## config.mk

```make
export PLATFORM = sky130hd
export DESIGN_NAME = cmp_sort_sequencer
export DESIGN_NICKNAME = d
export VERILOG_FILES = /design/src/rtl/cmp_sort_sequencer.sv
export SDC_FILE = /design/constraint.sdc
export NUM_CORES = 1
export LEC_CHECK = 0
export CORE_ASPECT_RATIO = 1.75
export CORE_MARGIN = 2
export CORE_UTILIZATION = 60
export DETAILED_ROUTE_END_ITERATION = 7
export PLACE_DENSITY = 0.81
export SLEW_MARGIN = 20
export SYNTH_ARGS = -nofsm -noshare
export SYNTH_HDL_FRONTEND = slang
export SYNTH_SLANG_ARGS = --single-unit
```

## constraint.sdc

```tcl
create_clock -name clk -period 12 [get_ports clk]
set_input_delay 1.8 -clock clk [delete_from_list [all_inputs] [get_ports clk]]
set_output_delay 1.8 -clock clk [all_outputs]
set_load 0.03 [all_outputs]
```

## src/rtl/cmp_sort_sequencer.sv

```systemverilog
// Batch sorter: loads DEPTH words, bubble-sorts them in place with one shared
// comparator (one compare per cycle, early exit), then streams them out ascending.

module N_bit_comparator #(
    parameter int N = 8
) (
    input  logic [N-1:0] a_i,
    input  logic [N-1:0] b_i,
    output logic         gt_o,
    output logic         lt_o,
    output logic         eq_o
);
    assign gt_o = (a_i >  b_i);
    assign lt_o = (a_i <  b_i);
    assign eq_o = (a_i == b_i);
endmodule

module cmp_sort_sequencer #(
    parameter int N     = 8,
    parameter int DEPTH = 8
) (
    input  logic         clk,
    input  logic         rst_n,
    input  logic         in_valid,
    output logic         in_ready,
    input  logic [N-1:0] in_data,
    output logic         out_valid,
    input  logic         out_ready,
    output logic [N-1:0] out_data,
    output logic         busy
);
    localparam int IW = $clog2(DEPTH);
    localparam logic [IW-1:0] LAST_IDX  = IW'(DEPTH - 1);
    localparam logic [IW-1:0] LAST_PASS = IW'(DEPTH - 2);

    typedef enum logic [1:0] {LOAD, SORT, DRAIN} state_t;

    state_t        state_q;
    logic [IW-1:0] wr_idx_q;
    logic [IW-1:0] rd_idx_q;
    logic [IW-1:0] i_q;
    logic [IW-1:0] pass_q;
    logic          swapped_q;
    logic [N-1:0]  mem_q [DEPTH];

    logic [IW-1:0] i_next;
    logic          cmp_gt;
    logic          cmp_lt;
    logic          cmp_eq;
    logic          do_swap;
    logic          load_en;
    logic          pass_end;

    assign i_next = i_q + 1'b1;

    N_bit_comparator #(.N(N)) u_cmp (
        .a_i  (mem_q[i_q]),
        .b_i  (mem_q[i_next]),
        .gt_o (cmp_gt),
        .lt_o (cmp_lt),
        .eq_o (cmp_eq)
    );

    // Only a strict greater-than swaps; equal keys stay put, which keeps the sort stable.
    assign do_swap  = (state_q == SORT) && cmp_gt && !(cmp_lt || cmp_eq);
    assign load_en  = (state_q == LOAD) && in_valid;
    assign pass_end = (i_q == (LAST_PASS - pass_q));

    assign in_ready  = (state_q == LOAD);
    assign out_valid = (state_q == DRAIN);
    assign busy      = (state_q == SORT);
    assign out_data  = mem_q[rd_idx_q];

    always_ff @(posedge clk) begin
        if (load_en) begin
            mem_q[wr_idx_q] <= in_data;
        end else if (do_swap) begin
            mem_q[i_q]    <= mem_q[i_next];
            mem_q[i_next] <= mem_q[i_q];
        end
    end

    always_ff @(posedge clk or negedge rst_n) begin
        if (!rst_n) begin
            state_q   <= LOAD;
            wr_idx_q  <= '0;
            rd_idx_q  <= '0;
            i_q       <= '0;
            pass_q    <= '0;
            swapped_q <= 1'b0;
        end else begin
            case (state_q)
                LOAD: begin
                    if (in_valid) begin
                        if (wr_idx_q == LAST_IDX) begin
                            state_q   <= SORT;
                            wr_idx_q  <= '0;
                            pass_q    <= '0;
                            i_q       <= '0;
                            swapped_q <= 1'b0;
                        end else begin
                            wr_idx_q <= wr_idx_q + 1'b1;
                        end
                    end
                end
                SORT: begin
                    if (pass_end) begin
                        // A clean pass means the batch is already ordered.
                        if (!(swapped_q || do_swap) || (pass_q == LAST_PASS)) begin
                            state_q  <= DRAIN;
                            rd_idx_q <= '0;
                        end else begin
                            pass_q    <= pass_q + 1'b1;
                            i_q       <= '0;
                            swapped_q <= 1'b0;
                        end
                    end else begin
                        i_q       <= i_next;
                        swapped_q <= swapped_q || do_swap;
                    end
                end
                DRAIN: begin
                    if (out_ready) begin
                        if (rd_idx_q == LAST_IDX) begin
                            state_q  <= LOAD;
                            rd_idx_q <= '0;
                        end else begin
                            rd_idx_q <= rd_idx_q + 1'b1;
                        end
                    end
                end
                default: state_q <= LOAD;
            endcase
        end
    end
endmodule

```

---- Word-level counts from Yosys, hierarchy flattened ----
Memories as Yosys holds them, arrays and structs flattened.
Index checks and enable logic that the tools add are counted.
storage, ports and cells
  bits in writable memories ............... 64
  input port bits ......................... 12
  word-level logic and storage cells ...... 80
  memories kept ........................... 1
  output and inout bits ................... 11
  register bits ........................... 15
memories
  memory  depth  bits a word  read ports  clocked after memory_dff  wr ports  RTL line  RTL
  mem_q   8      8            3           0                         2         44        logic [N-1:0] mem_q [DEPTH];
cells by class
  multiplexer cells ....................... 34
  $lt $le $gt $ge ......................... 2
  reductions and logical operators ........ 17
  $add $sub $neg .......................... 5
  eq/ne operators ......................... 15
operators by type and width
  kind                                                    number
  2-to-1 mux 3 bit                                        12
  one-hot mux 3 bit (2 select lines)                      3
  adder 3 x 1 -> 3 bit (second input constant)            4
  2-to-1 mux 2 bit                                        6
  2-to-1 mux 1 bit                                        10
  inequality test 2 x 1 -> 1 bit (second input constant)  5
  == test 3 bit (second input constant)                   3
  == test 8 bit                                           1
  > comparator 8 bit                                      1
  < comparator 8 bit                                      1
  2-to-1 mux 8 bit                                        1
  AND reduction 4 bit                                     2
  OR reduction 8 bit                                      1
  one-hot mux 2 bit (3 select lines)                      1
  AND reduction 6 bit                                     1
  AND reduction 5 bit                                     1
  inequality test 2 bit (second input constant)           2
  nonzero test 2 bit                                      2
  == test 3 bit                                           1
  logical AND 1 bit                                       3
  logical OR 1 bit                                        3
  inequality test 3 bit (second input constant)           1
  subtractor 3 bit (first input constant)                 1
  == test 2 x 1 -> 1 bit (second input constant)          1
  other kinds (5)                                         6

---- Longest topological paths before layout ----
Gate-level depths: netlist (run 1).
An unclocked memory read counts as a cell.
  depth after elaboration ................. 12
  gate-level depth with buffers ........... 14
  mapped depth without buffers ............ 10

---- Modules after synthesis ----
From an unflattened synthesis (run 1), not the netlist that was laid out.
unflattened totals
  cell total of the unflattened synthesis .. 442
  area, all modules ....................... 5726.7 um^2
by module, submodules not included
  module              area each (um^2)  cells an instance  times used  sequential area each (um^2)
  cmp_sort_sequencer  5501.5            413                1           2297.2
  N_bit_comparator    225.2             29                 1           0.0

---- Least setup slack after synthesis (run 1) ----
Ideal clock, no wire load.
  kind .................................... reg-to-reg
  start point ............................. reg i_q[0]
  end point ............................... mem mem_q[5][0] (enable)
  arrival time ............................ 3.681 ns
  period minus slack after synthesis ...... 4.058 ns
  data required time ...................... 11.624 ns
  path slack .............................. 7.942 ns
  buffers on the path ..................... 4
  cell stages (with the launch flop) ...... 13
  setup time .............................. 0.376 ns
  path through ............................ dfrtp_1 -> buf_2 -> buf_2 -> mux4_2 -> mux2_2 -> ha_1 -> nand4_1 -> o22ai_1 -> or3_1 -> clkbuf_1 -> clkbuf_1 -> nand2_1 -> o22ai_1
RTL lines
  element                 RTL line  RTL
  from (decl)             41        logic [IW-1:0] i_q;
  from (signal assigned)  118       i_q <= i_next;
  to (decl)               44

==> reports/qor.yml, run 1 <==
status:
  status: "complete, no violations"
worst_setup_path:
  crit_type: "reg2reg"
  slowest_delay_ns: 1.07
  cp_slowest_cell: "dfrtp_1"
  worstPathMaxFanout: 52
  startpoint_type: "flip-flop"
  critPathCaptureType: "flip-flop"
  arrival_ns: 5.94
  path_cells: "ha_1 > xor2_4 > buf_4 > mux4_1 > mux2i_1 > ha_1 > a21oi_1 > o22ai_1 > or3_1 > nand2_1 > o22ai_1"
  critPathRequiredTime_ns: 11.97
synth:
  synth_cells: 494
  synth_edf_count: 64
  avgSynthCellArea_um2: 11.98
  synth-main-ff-cell: "edfxtp_1"
  yosysSeqAreaShare_pct: 38.82
  async_flop_share_pct: 18.99
  synth_area_um2: 5917
  yosysUniqueCellTypes: 57
  netlist.area_leader.share_pct: 32.48
  synthesis.nets: 522
  yosysTopAreaCell: "edfxtp_1"
  synth-warning-count: 0
  yosys-top-cells-area: "edfxtp_1 (32%), mux4_2 (16%), o31ai_1 (8.2%)"
  ys_ff_latch: 79
timing:
  drv_slew: 0
  fmax_mhz: 167.5
  tns_ns: 0
  skew_ns: 0.01030
  slew_headroom_pct: 26.79
  worst_pin_slew_ns: 1.098
  rsz0062_at_grt: "false"
  hold_viol: 0
  post-route-period-util_pct: 49.75
  fin_ws_ns: 6.030
  min_period_ns: 5.970
  finalSetupViolations: 0
placement:
  gp_congestion: 0.9991
  io_buffer_count: 22
  place_ws_ns: 6.239
  dp.final_hpwl_um: 12050
clock_network:
  post_cts_resized: 0
  clk_pin_slew_ns: 0.07
  cts_hold_buf: 0
  clock_path_buffers: 2
  cts.sinks: 79
  clockRootBuffer: "clkbuf_16"
  cts_tree: "done"
  ctsHtreeMaxLevel: 3
  postCtsSetupBuffers: 0
  numCtsBuffers: 9
  clkLatencyLatePin_ns: 0.35
global_route:
  grt_max_degree: 75
  gr-total-overflow: 0
  track_usage_pct: 33.73
  grt_pass1_vias: 4906
  antenna_found_initial: 0
  grt_first_pass_wirelength_um: 26850
route:
  first_iter_violations: 868
  remaining_drc_errors: 0
  via_per_inst: 8.114
  dr.pass1.iters: 6
  wl_per_cell_um: 28.75
  via_count: 4925
  ant_nets: 0
  routed_wl_um: 17450
run:
  cap_violations: 0
die:
  die-area_um2: 10700
  die_width_um: 79.07
  row_count: 48
  boundaryPins: 23
  core_um2: 9729
  initial_utilization_pct: 60.82
  die_y_um: 135.4
finish:
  syn_to_final_growth_pct: 9.199
  antenna_cells: 0
  drive_gt1_share_pct: 20.54
  post-route-util_pct: 66.41
  layout.nets: 505
hold_path:
  hold_path_class: "reg2reg"
==> cell usage after synthesis (3+ instances only) <==
library cell	n
edfxtp_1	64
o22ai_1	8
nand4_1	66
clkbuf_1	37
a21oi_1	15
mux2i_1	8
nor2b_1	6
nor2_1	10
inv_1	3
nand2_1	14
o31ai_1	65
and3_1	16
nor3_1	3
ha_1	16
and2_1	4
o21ai_0	3
buf_2	9
mux4_2	42
mux2_2	18
dfrtp_1	15
a32oi_1	4
buf_1	11
o21ai_1	4
a31oi_1	3
nand2b_1	4
mux4_1	6
==> kinds of logic after synthesis <==
family	share of synthesized area [%]
simple gates	13.36
compound gates	14.76
flops	38.82
mux	23.87
buf+inv	4.504
fa+ha+maj	3.383
xor+xnor	1.290
==> worst max-delay path, delay by kind of cell (launching register included) <==
| kind | cells | cell delay (ns) |
|---|---|---|
| multiplexers | 2 | 0.89 |
| buffers and inverters | 1 | 0.52 |
| XOR/XNOR | 1 | 0.16 |
| flip-flops | 1 | 1.07 |
| AO/OA/AOI/OAI | 3 | 1.25 |
| adder cells (fa/ha/maj) | 2 | 0.74 |
| AND/OR/NAND/NOR | 2 | 0.95 |
==> sequential cells by signal (all words and copies together) (netlist names) <==
register,flops
mem_q,64
wr_idx_q,3
state_q,2
i_q,3
pass_q,3
swapped_q,1
rd_idx_q,3
==> layout make-up <==
class / instances / area, um2
Multi-Input combinational cell: 351 / 3367
Fill cell: 730 / 3268
Sequential cell: 79 / 2300
Timing Repair Buffer: 31 / 287.8
Clock buffer: 9 / 225.2
Tap cell: 125 / 156.4
Clock inverter: 7 / 106.4
Inverter: 5 / 18.77
==> layout by cell type (no fill, tap or decap), types with 3 or more instances in the layout <==
cell type        synthesis  routed
and3_1                  16      16
dfrtp_1                 15      13
inv_1                    3       3
and2_1                   4       4
buf_4                    0       9
o21ai_0                  3       3
edfxtp_1                64      64
nor2_1                  10      10
ha_1                    16      16
o31ai_1                 65      65
nand4_1                 66      66
nand2b_1                 4       4
mux4_1                   6       6
mux4_2                  42      42
o21ai_1                  4       4
o22ai_1                  8       8
mux2i_1                  8       8
mux2_2                  18      18
clkdlybuf4s50_1          0      22
a21oi_1                 15      15
a32oi_1                  4       4
nor2b_1                  6       6
inv_6                    0       4
clkbuf_16                0       9
a31oi_1                  3       3
nand2_1                 14      14
==> routing by layer <==
layer | global-route usage, % | vias up | wire length [um]
met3 | 5.067 | 64 | 1770
li1 | - | 2058 | -
met4 | 17.91 | 0 | 832
met1 | 42.64 | 2417 | 5880
met2 | 55.74 | 386 | 8965
met5 | 0 | - | 0
==> per-stage QoR <==
stage                     hold slack [ns]  cells  cell area, um2
after floorplan                    0.4915    494            5917
after global placement             0.5170    591            6128
after detailed placement           0.5617    591            6130
after CTS                          0.5754    607            6461
after global routing               0.6043    607            6461
final                              0.5738    607            6461
==> worst paths after layout <==
kind / end / depth (start not counted) / slack [ns] / startpoint
setup / recovery: mem_q[4][5] / 11 / 6.03 / i_q[1]
hold / removal: pass_q[1] / 1 / 0.57 / pass_q[1]
setup reg to reg: mem_q[4][5] / 11 / 6.03 / i_q[1]
hold reg to reg: pass_q[1] / 1 / 0.57 / pass_q[1]
max in group asynchronous: rd_idx_q[0] / 1 / 9.66 / rst_n
min in group asynchronous: i_q[2] / 1 / 1.87 / rst_n
Power of run 1 is not shown: default switching activity piles up to over one toggle a cycle in this logic, so the estimate is an artifact.
==> inputs of run 2 (changes only) <==
==> constraint.sdc (replaced) <==
create_clock -name clk -period 6.15 [get_ports clk]
set_input_delay 0.9225 -clock clk [delete_from_list [all_inputs] [get_ports clk]]
set_output_delay 0.9225 -clock clk [all_outputs]
set_load 0.03 [all_outputs]
==> reports/qor.yml, run 2 (same netlist as run 1, synthesis figures left out) <==
status:
  status: "complete, no violations"
route:
  remaining_drc_errors: 0  # unchanged
  via_count: 4972  # +0.95%
  via_per_inst: 8.058  # -0.68%
  ant_nets: 0  # unchanged
  dr.pass1.iters: 6  # unchanged
  routed_wl_um: 17640  # +1.1%
  first_iter_violations: 861  # -0.81%
  wl_per_cell_um: 28.59  # -0.56%
worst_setup_path:
  worstPathMaxFanout: 20  # -62%
  cp_slowest_cell: "dfrtp_1"
  crit_type: "reg2reg"
  critPathCaptureType: "flip-flop"
  path_cells: "xor2_4 > mux4_1 > mux2i_1 > ha_1 > and4_1 > o211a_1 > or3_1 > buf_4 > a21oi_1 > o31ai_1"
  arrival_ns: 5.01  # -0.93 ns
  cpLargestDelayFamily: "flip-flops"
  startpoint_type: "flip-flop"
  slowest_delay_ns: 0.98  # -0.09 ns
  critPathRequiredTime_ns: 6.22  # -5.75 ns
  path_buf_inv: 1  # unchanged
finish:
  largest_register_ffs: 64  # unchanged
  layout.nets: 516  # +2.2%
  syn_to_final_growth_pct: 10.09
  multi_input_area_um2: 3367  # unchanged
  seq_area_um2: 2298  # about the same
  antenna_cells: 0  # unchanged
  fillCellCount: 702  # -3.8%
  final_cell_mix: "nand4_1 (66), o31ai_1 (65), edfxtp_1 (64)"
  largest-register: "mem_q"
  layout_commonest_cell: "nand4_1"
  drive_gt1_share_pct: 21.54  # +1.0 points
hold_path:
  hold_path_class: "reg2reg"
timing:
  rsz0062_at_grt: "false"
  finalSetupViolations: 0  # unchanged
  skew_ns: 0.007534  # -0.002768 ns
  fmax_mhz: 202.2  # +21%
  hold_viol: 0  # unchanged
  drv_slew: 0  # unchanged
  tns_ns: 0  # unchanged
  min_period_ns: 4.945  # -1.025 ns
  worst_pin_slew_ns: 1.027  # -0.07138 ns
  post-route-period-util_pct: 80.41  # +31 points
  slew_headroom_pct: 31.55  # +4.8 points
die:
  die-area_um2: 10700  # unchanged
  boundaryPins: 23  # unchanged
  die_width_um: 79.07  # unchanged
  row_count: 48  # unchanged
  die_y_um: 135.4  # unchanged
  core_um2: 9729  # unchanged
  initial_utilization_pct: 60.82  # unchanged
global_route:
  gr-total-overflow: 0  # unchanged
  antenna_found_initial: 0  # unchanged
  track_usage_pct: 33.86  # +0.13 points
  grt_first_pass_wirelength_um: 26490  # -1.3%
  grt_max_degree: 59  # -21%
  grt_pass1_vias: 4763  # -2.9%
clock_network:
  cts_hold_buf: 0  # unchanged
  clock_path_buffers: 2  # unchanged
  clk_pin_slew_ns: 0.06  # about the same
  postCtsSetupBuffers: 0  # unchanged
  clockRootBuffer: "clkbuf_16"
  clkLatencyLatePin_ns: 0.34  # about the same
  cts_tree: "done"
  cts.sinks: 79  # unchanged
  post_cts_resized: 0  # unchanged
  numCtsBuffers: 9  # unchanged
  ctsHtreeMaxLevel: 3  # unchanged
placement:
  gp_congestion: 0.9643  # -3.5%
  dp.final_hpwl_um: 11580  # -3.9%
  io_buffer_count: 22  # unchanged
run:
  cap_violations: 0  # unchanged
==> run 2: final timing paths <==
| check | end | cells after the start | start | slack (ns) |
|---|---|---|---|---|
| setup / recovery | mem_q[3][7] | 10 | i_q[2] | 1.20 |
| hold / removal | wr_idx_q[0] | 2 | wr_idx_q[0] | 0.55 |
| setup reg to reg | mem_q[3][7] | 10 | i_q[2] | 1.20 |
| hold reg to reg | wr_idx_q[0] | 2 | wr_idx_q[0] | 0.55 |
| max in group asynchronous | i_q[0] | 1 | rst_n | 4.67 |
| min in group asynchronous | wr_idx_q[2] | 1 | rst_n | 1.00 |
==> run 2: final cells by class <==
type                            count  share of cell area, %
Clock buffer                       10                  3.515
Clock inverter                      5                  1.133
Inverter                            5                 0.2881
Multi-Input combinational cell    351                  51.69
Sequential cell                    79                  35.29
Tap cell                          125                  2.401
Timing Repair Buffer               42                  5.686
==> run 2: through the flow <==
step / instance area, um2 / std cells / worst slack [ns] / utilization [%] / hold WS [ns]
6_report: 6514 / 617 / 1.205 / 66.95 / 0.5456
3_3_place_gp: 6211 / 602 / 1.519 / 63.84 / 0.5049
2_1_floorplan: 5917 / 494 / 2.092 / - / 0.4915
3_5_place_dp: 6211 / 602 / 1.348 / 63.84 / 0.5318
5_1_grt: 6514 / 617 / 0.9945 / 66.95 / 0.5985
4_1_cts: 6514 / 617 / 1.276 / 66.95 / 0.5449
==> run 2: layer usage <==
metal / part of all wire, % / track usage [%] / vias to the layer above
met5: 0 / 0 / -
met3: 12 / 7.000 / 116
met1: 31 / 40.67 / 2355
met4: 6.7 / 20.31 / 0
li1: - / - / 2080
met2: 50 / 55.65 / 421
==> run 2: tightest hold or removal path, cell delays in order (launching register included) <==
cell and delay, ns:
dfrtp_1 0.39, nand2_1 0.06, o21ai_0 0.06
Power of run 2 is left out for the same reason.
